**src/rtl/mand_pkg.sv**
```systemverilog
// Shared definitions for the Mandelbrot pass sequencer: FSM states,
// CSR window addresses and CTRL register bit positions.
package mand_pkg;

    typedef enum logic [2:0] {
        ST_IDLE     = 3'd0,
        ST_ISSUE    = 3'd1,
        ST_DRAIN    = 3'd2,
        ST_PASS_END = 3'd3,
        ST_DONE     = 3'd4
    } state_t;

    localparam logic [1:0] CSR_CTRL   = 2'd0;
    localparam logic [1:0] CSR_PASSES = 2'd1;
    localparam logic [1:0] CSR_STATUS = 2'd2;
    localparam logic [1:0] CSR_INDEX  = 2'd3;

    localparam int CTRL_START   = 0;
    localparam int CTRL_ABORT   = 1;
    localparam int CTRL_IRQ_CLR = 2;

endpackage

```
**src/rtl/mand_delay.sv**
```systemverilog
// Resettable shift register that delays a bus by DEPTH cycles. Used to
// turn the read strobe/index into the result-memory write strobe/index.
module mand_delay #(
    parameter int WIDTH = 15,
    parameter int DEPTH = 17
) (
    input  logic             clock,
    input  logic             rst,
    input  logic [WIDTH-1:0] din,
    output logic [WIDTH-1:0] dout
);

    logic [WIDTH-1:0] pipe [DEPTH];

    // Shift one stage per cycle; reset flushes every stage so no stale write escapes.
    always_ff @(posedge clock or posedge rst) begin
        if (rst) begin
            for (int i = 0; i < DEPTH; i++) pipe[i] <= '0;
        end else begin
            pipe[0] <= din;
            for (int i = 1; i < DEPTH; i++) pipe[i] <= pipe[i-1];
        end
    end

    assign dout = pipe[DEPTH-1];

endmodule

```
**src/rtl/mand_sequencer.sv**
```systemverilog
// Pass sequencer for the Mandelbrot engine: sweeps the point index over the
// whole memory, drains the engine pipeline between passes, repeats for the
// programmed pass count and exposes a small CSR window for control/status.
module mand_sequencer
    import mand_pkg::*;
#(
    parameter int ADDR_W  = 14,
    parameter int LATENCY = 17,
    parameter int PASS_W  = 10
) (
    input  logic              clock,
    input  logic              rst,
    input  logic              csr_write,
    input  logic [1:0]        csr_addr,
    input  logic [31:0]       csr_data_in,
    output logic [31:0]       csr_data_out,
    output logic [ADDR_W-1:0] rd_index,
    output logic              rd_valid,
    output logic [ADDR_W-1:0] wr_index,
    output logic              wr_en,
    output logic              busy,
    output logic              irq
);

    localparam int DRAIN_W = (LATENCY > 1) ? $clog2(LATENCY) : 1;
    localparam logic [DRAIN_W-1:0] DRAIN_LAST = DRAIN_W'(LATENCY - 1);

    state_t              state, next_state;
    logic [PASS_W-1:0]   pass_cnt;
    logic [PASS_W-1:0]   passes;
    logic [DRAIN_W-1:0]  drain_cnt;
    logic                abort_pend;

    logic                ctrl_wr, start_req, abort_req, clr_req;
    logic                last_index, drain_last, last_pass;
    logic [PASS_W-1:0]   pass_next, passes_eff;
    logic [ADDR_W:0]     wr_bus;
    logic                unused_data_bits;

    // CTRL decode: abort dominates start in the same write.
    assign ctrl_wr    = csr_write && (csr_addr == CSR_CTRL);
    assign start_req  = ctrl_wr && csr_data_in[CTRL_START] && !csr_data_in[CTRL_ABORT];
    assign abort_req  = ctrl_wr && csr_data_in[CTRL_ABORT];
    assign clr_req    = ctrl_wr && csr_data_in[CTRL_IRQ_CLR];

    assign last_index = (rd_index == {ADDR_W{1'b1}});
    assign drain_last = (drain_cnt == DRAIN_LAST);
    assign pass_next  = pass_cnt + 1'b1;
    assign passes_eff = (passes == '0) ? PASS_W'(1) : passes;
    assign last_pass  = (pass_next == passes_eff);

    assign rd_valid   = (state == ST_ISSUE);
    assign unused_data_bits = ^csr_data_in[31:PASS_W];

    // State register.
    always_ff @(posedge clock or posedge rst) begin
        if (rst) state <= ST_IDLE;
        else     state <= next_state;
    end

    // Next-state logic for the sweep / drain / pass accounting sequence.
    always_comb begin
        next_state = state;
        case (state)
            ST_IDLE:     if (start_req) next_state = ST_ISSUE;
            ST_ISSUE:    if (abort_req || last_index) next_state = ST_DRAIN;
            ST_DRAIN:    if (drain_last)
                             next_state = (abort_pend || abort_req) ? ST_IDLE : ST_PASS_END;
            ST_PASS_END: next_state = last_pass ? ST_DONE : ST_ISSUE;
            ST_DONE:     next_state = ST_IDLE;
            default:     next_state = ST_IDLE;
        endcase
    end

    // Index, drain and pass counters plus the abort memory.
    always_ff @(posedge clock or posedge rst) begin
        if (rst) begin
            rd_index   <= '0;
            drain_cnt  <= '0;
            pass_cnt   <= '0;
            abort_pend <= 1'b0;
        end else begin
            if (state == ST_ISSUE) rd_index <= rd_index + 1'b1;
            else if (state == ST_IDLE) rd_index <= '0;

            if (state == ST_DRAIN) drain_cnt <= drain_cnt + 1'b1;
            else                   drain_cnt <= '0;

            if (state == ST_IDLE && start_req) pass_cnt <= '0;
            else if (state == ST_PASS_END)     pass_cnt <= pass_next;

            if (state == ST_IDLE) abort_pend <= 1'b0;
            else if (abort_req && (state == ST_ISSUE || state == ST_DRAIN)) abort_pend <= 1'b1;
        end
    end

    // PASSES register (frozen during a run), busy flag and sticky irq.
    always_ff @(posedge clock or posedge rst) begin
        if (rst) begin
            passes <= PASS_W'(1);
            busy   <= 1'b0;
            irq    <= 1'b0;
        end else begin
            if (csr_write && csr_addr == CSR_PASSES && state == ST_IDLE)
                passes <= csr_data_in[PASS_W-1:0];
            busy <= (next_state != ST_IDLE);
            // Setting wins over a clear that lands while DONE is showing.
            if (state == ST_PASS_END && last_pass) irq <= 1'b1;
            else if (clr_req && state != ST_DONE)  irq <= 1'b0;
        end
    end

    // CSR read mux.
    always_comb begin
        csr_data_out = '0;
        case (csr_addr)
            CSR_PASSES: csr_data_out[PASS_W-1:0] = passes;
            CSR_STATUS: begin
                csr_data_out[0]           = busy;
                csr_data_out[1]           = irq;
                csr_data_out[16 +: PASS_W] = pass_cnt;
            end
            CSR_INDEX:  csr_data_out[ADDR_W-1:0] = rd_index;
            default:    csr_data_out = '0;
        endcase
    end

    mand_delay #(
        .WIDTH (ADDR_W + 1),
        .DEPTH (LATENCY)
    ) u_delay (
        .clock (clock),
        .rst   (rst),
        .din   ({rd_valid, rd_index}),
        .dout  (wr_bus)
    );

    assign {wr_en, wr_index} = wr_bus;

endmodule

```
**config.mk**
```make
export PLATFORM = sky130hd
export DESIGN_NAME = mand_sequencer
export DESIGN_NICKNAME = d
export VERILOG_FILES = /design/src/rtl/mand_pkg.sv /design/src/rtl/mand_delay.sv /design/src/rtl/mand_sequencer.sv
export SDC_FILE = /design/constraint.sdc
export NUM_CORES = 1
export LEC_CHECK = 0
export CAP_MARGIN = 20
export CORE_MARGIN = 2
export CORE_UTILIZATION = 50
export CTS_BUF_LIST = sky130_fd_sc_hd__clkbuf_8
export DETAILED_ROUTE_END_ITERATION = 10
export PLACE_DENSITY = 0.8
export SYNTH_ARGS = -nofsm -noshare
export SYNTH_HDL_FRONTEND = slang
export SYNTH_SLANG_ARGS = --single-unit
```
**constraint.sdc**
```tcl
create_clock -name clock -period 10.6 [get_ports clock]
set_input_delay 2.12 -clock clock [delete_from_list [all_inputs] [get_ports clock]]
set_output_delay 2.12 -clock clock [all_outputs]
set_load 0.05 [all_outputs]
```
; Word-level counts from Yosys, hierarchy flattened
; Cells that the tools add are included.
[totals]
input_bits = 37
ff_bits = 300
mem_bits_ro = 0
memories = 0
mem_bits_rw = 0
latch_bits = 0
out_inout_bits = 64
[op_classes]
order_cmp = 0
addsub = 3
bitwise = 0
muxes = 20
multipliers = 0
reduce_logical = 23
shift = 0
n_eq_ne = 10
n_div = 0
[ops]
columns = operator, count
row1 = two-way mux 10 bit, 4
row2 = two-way mux 14 bit, 2
row3 = case mux 8 bit (2 select lines), 1
row4 = "adder 14 x 1 -> 14 bit, second input constant", 1
row5 = "== test 14 bit, second input constant", 1
row6 = two-way mux 3 bit, 4
row7 = case mux 3 bit (4 select lines), 1
row8 = logical AND 1 bit, 11
row9 = "adder 10 x 1 -> 10 bit, second input constant", 1
row10 = == test 10 bit, 1
row11 = zero test 10 bit, 1
row12 = nonzero test 2 bit, 4
row13 = "== test 3 x 2 -> 1 bit, second input constant", 2
row14 = case mux 2 bit (3 select lines), 1
row15 = "adder 5 x 1 -> 5 bit, second input constant", 1
row16 = "== test 5 bit, second input constant", 1
row17 = two-way mux 5 bit, 1
row18 = "== test 2 bit, second input constant", 2
row19 = two-way mux 1 bit, 4
row20 = two-way mux 4 bit, 1
row21 = "== test 3 x 1 -> 1 bit, second input constant", 1
row22 = zero test 3 bit, 1
row23 = logical OR 1 bit, 3
row24 = "!= test 3 bit, second input constant", 1
row25 = 5 further kinds, 5

; Depth between registers and ports, before layout
[depth]
ltp_word = 8
mapped_depth = 8
depth_no_buf = 7

; By module
; From an unflattened synthesis, not the netlist that was laid out.
[unflattened]
cells_unflattened = 581
area_unflattened_um2 = 9311.4
[modules_own_cells]
columns = mod, cells_per_inst, instances, seq_area_each_um2, area_each_um2
row1 = mand_delay, 271, 1, 6381.1, 6497.5
row2 = mand_sequencer, 310, 1, 1127.3, 2813.9

; Least setup slack after synthesis
; OpenSTA, ideal clock, no wires.
[synth_path]
path_kind = input to output
start = input port csr_addr[1]
end = output port csr_data_out[2]
arrival_ns = 3.599
slack_ns = 4.881
cell_stages = 4
t_required_ns = 8.480
cell_sequence = clkbuf_1 buf_1 mux2i_1 nor2b_1
[synth_between]
elab_chain_cells = 2
word_cells_on_any_way = 3
cone_classes = eq/ne: 2 / mux: 1
[synth_lines]
columns = element, line_no
row1 = start: declaration, mand_sequencer.sv:14  ; input logic [1:0] csr_addr,
row2 = == test 2 bit / == test 2 x 1 -> 1 bit (equally long branches), mand_sequencer.sv:116  ; case (csr_addr)
row3 = case mux 8 bit (2 select lines) *, mand_sequencer.sv:116
row4 = end: declaration, mand_sequencer.sv:16  ; output logic [31:0] csr_data_out,
; Every way passes the cells marked *; elsewhere a longest branch is shown, timed or not.

; Worst setup path after layout
[layout_path]
start = input port csr_addr[1]
end = output port csr_data_out[18]
[layout_between]
elab_chain_cells = 2
[layout_lines]
columns = element, line_no
row1 = == test 2 bit, mand_sequencer.sv:116
row2 = two-way mux 10 bit, mand_sequencer.sv:116
; No other way between the ends.

==> impl_results.md <==
- Worst Path Required: approximately 8.5 ns
- Vias in the first global route: approximately 4900
- Pleak: between 5 and 6 nW
- Proportion of power drawn by the clock network: 34.8%
- Root Driver: sky130_fd_sc_hd__clkbuf_8
- Cell mode on critical path: sky130_fd_sc_hd__clkdlybuf4s50_1
- Detailed-route DRC error count: 0
- Clock tree from TritonCTS: done
- Number of buffers inserted by port buffering: 70
- Sw power: a little under 0.8 mW
- CTS Buf Count: 44
- Aggregate negative setup slack: 0 ns
- Post-synthesis sequential element count: 300
- Number of buffer and inverter stages on the critical path: 2
- CP arrival: around 4.7 ns
- Number of antenna violations at the first check in global routing: 0
- Floorplan die width: approximately 140 um
- Number of clock sinks seen by CTS: 300
- Floorplan die height: 140 um
- Worst path max stage delay: 0.97 ns
- Tot GR Track Use: 15.6%
- Maximum number of pins on one net before global-route repair: about 140
- Fraction of power spent switching nets: between 20 and 30%
- Crit start category: primary input
- WS Path Type: primary input to output port
- RSZ-0062 raised after global routing: no
- Number of buffers added for setup after CTS: 0
- Final global-route overflow total: 0
- Count of fill cells added during filler insertion: 1282
- Number of routed nets with antenna violations: 0
- Most common library cell in the layout ignoring fill and taps: sky130_fd_sc_hd__dfrtp_1
- Maximum capacitance violations: 0
- Antenna cells: 0
- Synth-to-layout area growth: 19.5%
- CP delay by family, top: buffers and inverters
- Total power consumption of the routed design: roughly 2.7 mW
- Synth Warn #: 0
- Vias after detailed routing: approximately 4600
- Design internal power: roughly 2.0 mW
- Clock latency reported for the late side of the worst-skew pair: ~0.56 ns
- Routed wire length: 14600 um
- First-pass GRT wire length: around 24000 um
- Initial drt markers: 293
- Ratio of final minimum period to clock period: 64.7%
- PostCTS Resize Cnt: 0
- PnR worst setup slack: roughly 3.7 ns
- Final setup vio count: 0
- Count of endpoints failing hold in the final timing report: 0
- Setup crit end kind: output port
- Max FO, Critical Path: 17
- Worst supply voltage drop on vdd: about 0.00014 V
- Number of enable flip-flop cells after synthesis: 0
- Proportion of register bits with asynchronous set or reset after synthesis: 100%
- Fraction of power consumed by combinational cells: 14.0%
- Leading cell types in the layout, fill and taps excluded: sky130_fd_sc_hd__dfrtp_1, sky130_fd_sc_hd__clkdlybuf4s50_1, sky130_fd_sc_hd__clkbuf_8, sky130_fd_sc_hd__nand2_1, sky130_fd_sc_hd__nor2_1
- Post-Syn Area per Cell: 16.3 sq um
- Post-synthesis cell area: 0.00924 sq mm
- Sequential cell area fraction in the yosys report: approximately 80%
- Min cycle time layout: slightly below 7 ns
- R2r setup slk: about 8.3 ns
- Power per Cell Area: ~250 mW/mm^2
- Final-report max-slew violation count: 0
- Slew at the pin closest to its max-slew limit: 0.875 ns
- Status: finished, final reports clean
- Relative slew margins: 41.7%
- Starting utilization of the core area: 51.3%
- Sequential share of power: about half
- Clock-pin slew reported for the worst setup and hold paths after clock tree synthesis: 0.06 ns
- Dominant synthesized flop cell: sky130_fd_sc_hd__dfrtp_1
- Area of the core: roughly 0.018 sq mm
- Number of distinct library cells after synthesis: between 40 and 50
- Fin nets: about 700
- Maximum count of clock buffers along a single path: 3
- Layout cells sized above 1: 13.5%
- Placed wire-length estimate after detailed placement: 8650 um
- Std-Cell Rows: 49
- Die area: 0.0196 sq mm
- Weighted congestion at the end of routability-driven global placement: about 0.85
- Series of cell instances along the critical path: clkdlybuf4s50_1 > nor2b_1 > and2_2 > clkdlybuf4s50_1
- Count of hold buffers inserted by post-cts repair: 0
- Per-cell routed wire length: 15.9 um
- Critical-path top delay cell: sky130_fd_sc_hd__clkdlybuf4s50_1
- 1st-pass router iterations: 5
- CTS HTree Levels: 2
- Class of the tightest hold or removal check: flop to flop
- Number of instances in the synthesized netlist: approximately 570
- Placement-stage worst setup slack: ~3.7 ns
- Clock Skews: approximately 0.021 ns
- Average via count per standard cell: 4.97
- Boundary pin count: between 100 and 150
- Peak clock frequency supported by timing: 0.146 GHz
-- Yosys cell counts (all sizes together) (9+ instances only) --
master / count / share of area [%]
a22o: 9 / 0.85
nand2: 28 / 1.1
nor2b: 9 / 0.61
buf: 26 / 2.0
o21ai: 23 / 1.2
and3: 9 / 0.62
dfrtp: 299 / 81
nor2: 22 / 0.89
mux2: 13 / 1.6
and2: 13 / 0.89
mux2i: 10 / 1.1
nor3: 9 / 0.61
nand3: 18 / 1.1
-- registers in the layout, indices dropped and copies added, names as in the netlist --
signal and flops:
busy 1, drain_cnt 5, pass_cnt 10, passes 10, rd_index 14, u_delay.pipe 240
state 3, irq 1, abort_pend 1, u_delay.dout 15
-- final timing paths --
| path | start | to | cells past startpoint |
|---|---|---|---|
| setup / recovery | csr_addr[1] | csr_data_out[18] | 4 |
| hold / removal | u_delay.pipe[195] | u_delay.pipe[180] | 0 |
| setup reg to reg | state[2] | passes[9] | 4 |
| hold reg to reg | u_delay.pipe[195] | u_delay.pipe[180] | 0 |
| max in group asynchronous | rst | u_delay.pipe[215] | 5 |
| min in group asynchronous | rst | u_delay.dout[9] | 2 |
-- layout make-up --
cell class	instances	area (sq um)	area share, %
clock inverters	22	171	1.55
well taps	229	287	2.59
multi-input cells	231	1510	13.7
flip-flops and latches	300	7510	68.0
clock buffers	57	785	7.10
repair buffers	73	743	6.73
inverters	8	37.5	0.340
-- through the flow --
step	hold WS (ns)	cell area [sq um]	utilization [%]	cells
floorplan	0.331	9270	-	573
global route	0.332	11000	61.3	920
finish	0.327	11000	61.3	920
CTS	0.326	11000	61.1	919
global placement	0.331	10100	55.8	840
detailed placement	0.335	10100	55.8	840
-- layer usage --
metal  GRT usage, %  up-vias  routed length [um]
met5              0        -                   0
met4           8.16        0                 481
met3           4.55       43                1010
met2           24.2      171                6960
met1           20.3     2311                6140
li1               -     2043                   -
-- logic make-up after synthesis --
kind of cell	synth area share, %
other	0.0406
AOI/OAI and AO/OA	3.63
DFF	81.3
buffers and inverters	2.67
muxes	2.67
adders and majority gates	0.542
and+or+nand+nor	7.67
xor gates and xnor gates	1.52
-- power by group through the flow --
stage	sequential [mW]	combinational [mW]	clock (mW)
2_1_floorplan	1.41	0.278	0
3_3_place_gp	1.41	0.370	0
3_5_place_dp	1.43	0.381	0
4_1_cts	1.41	0.385	0.987
5_1_grt	1.42	0.415	1.04
6_report	1.40	0.384	0.954
No activity file was read; power rests on OpenSTA's default activity.
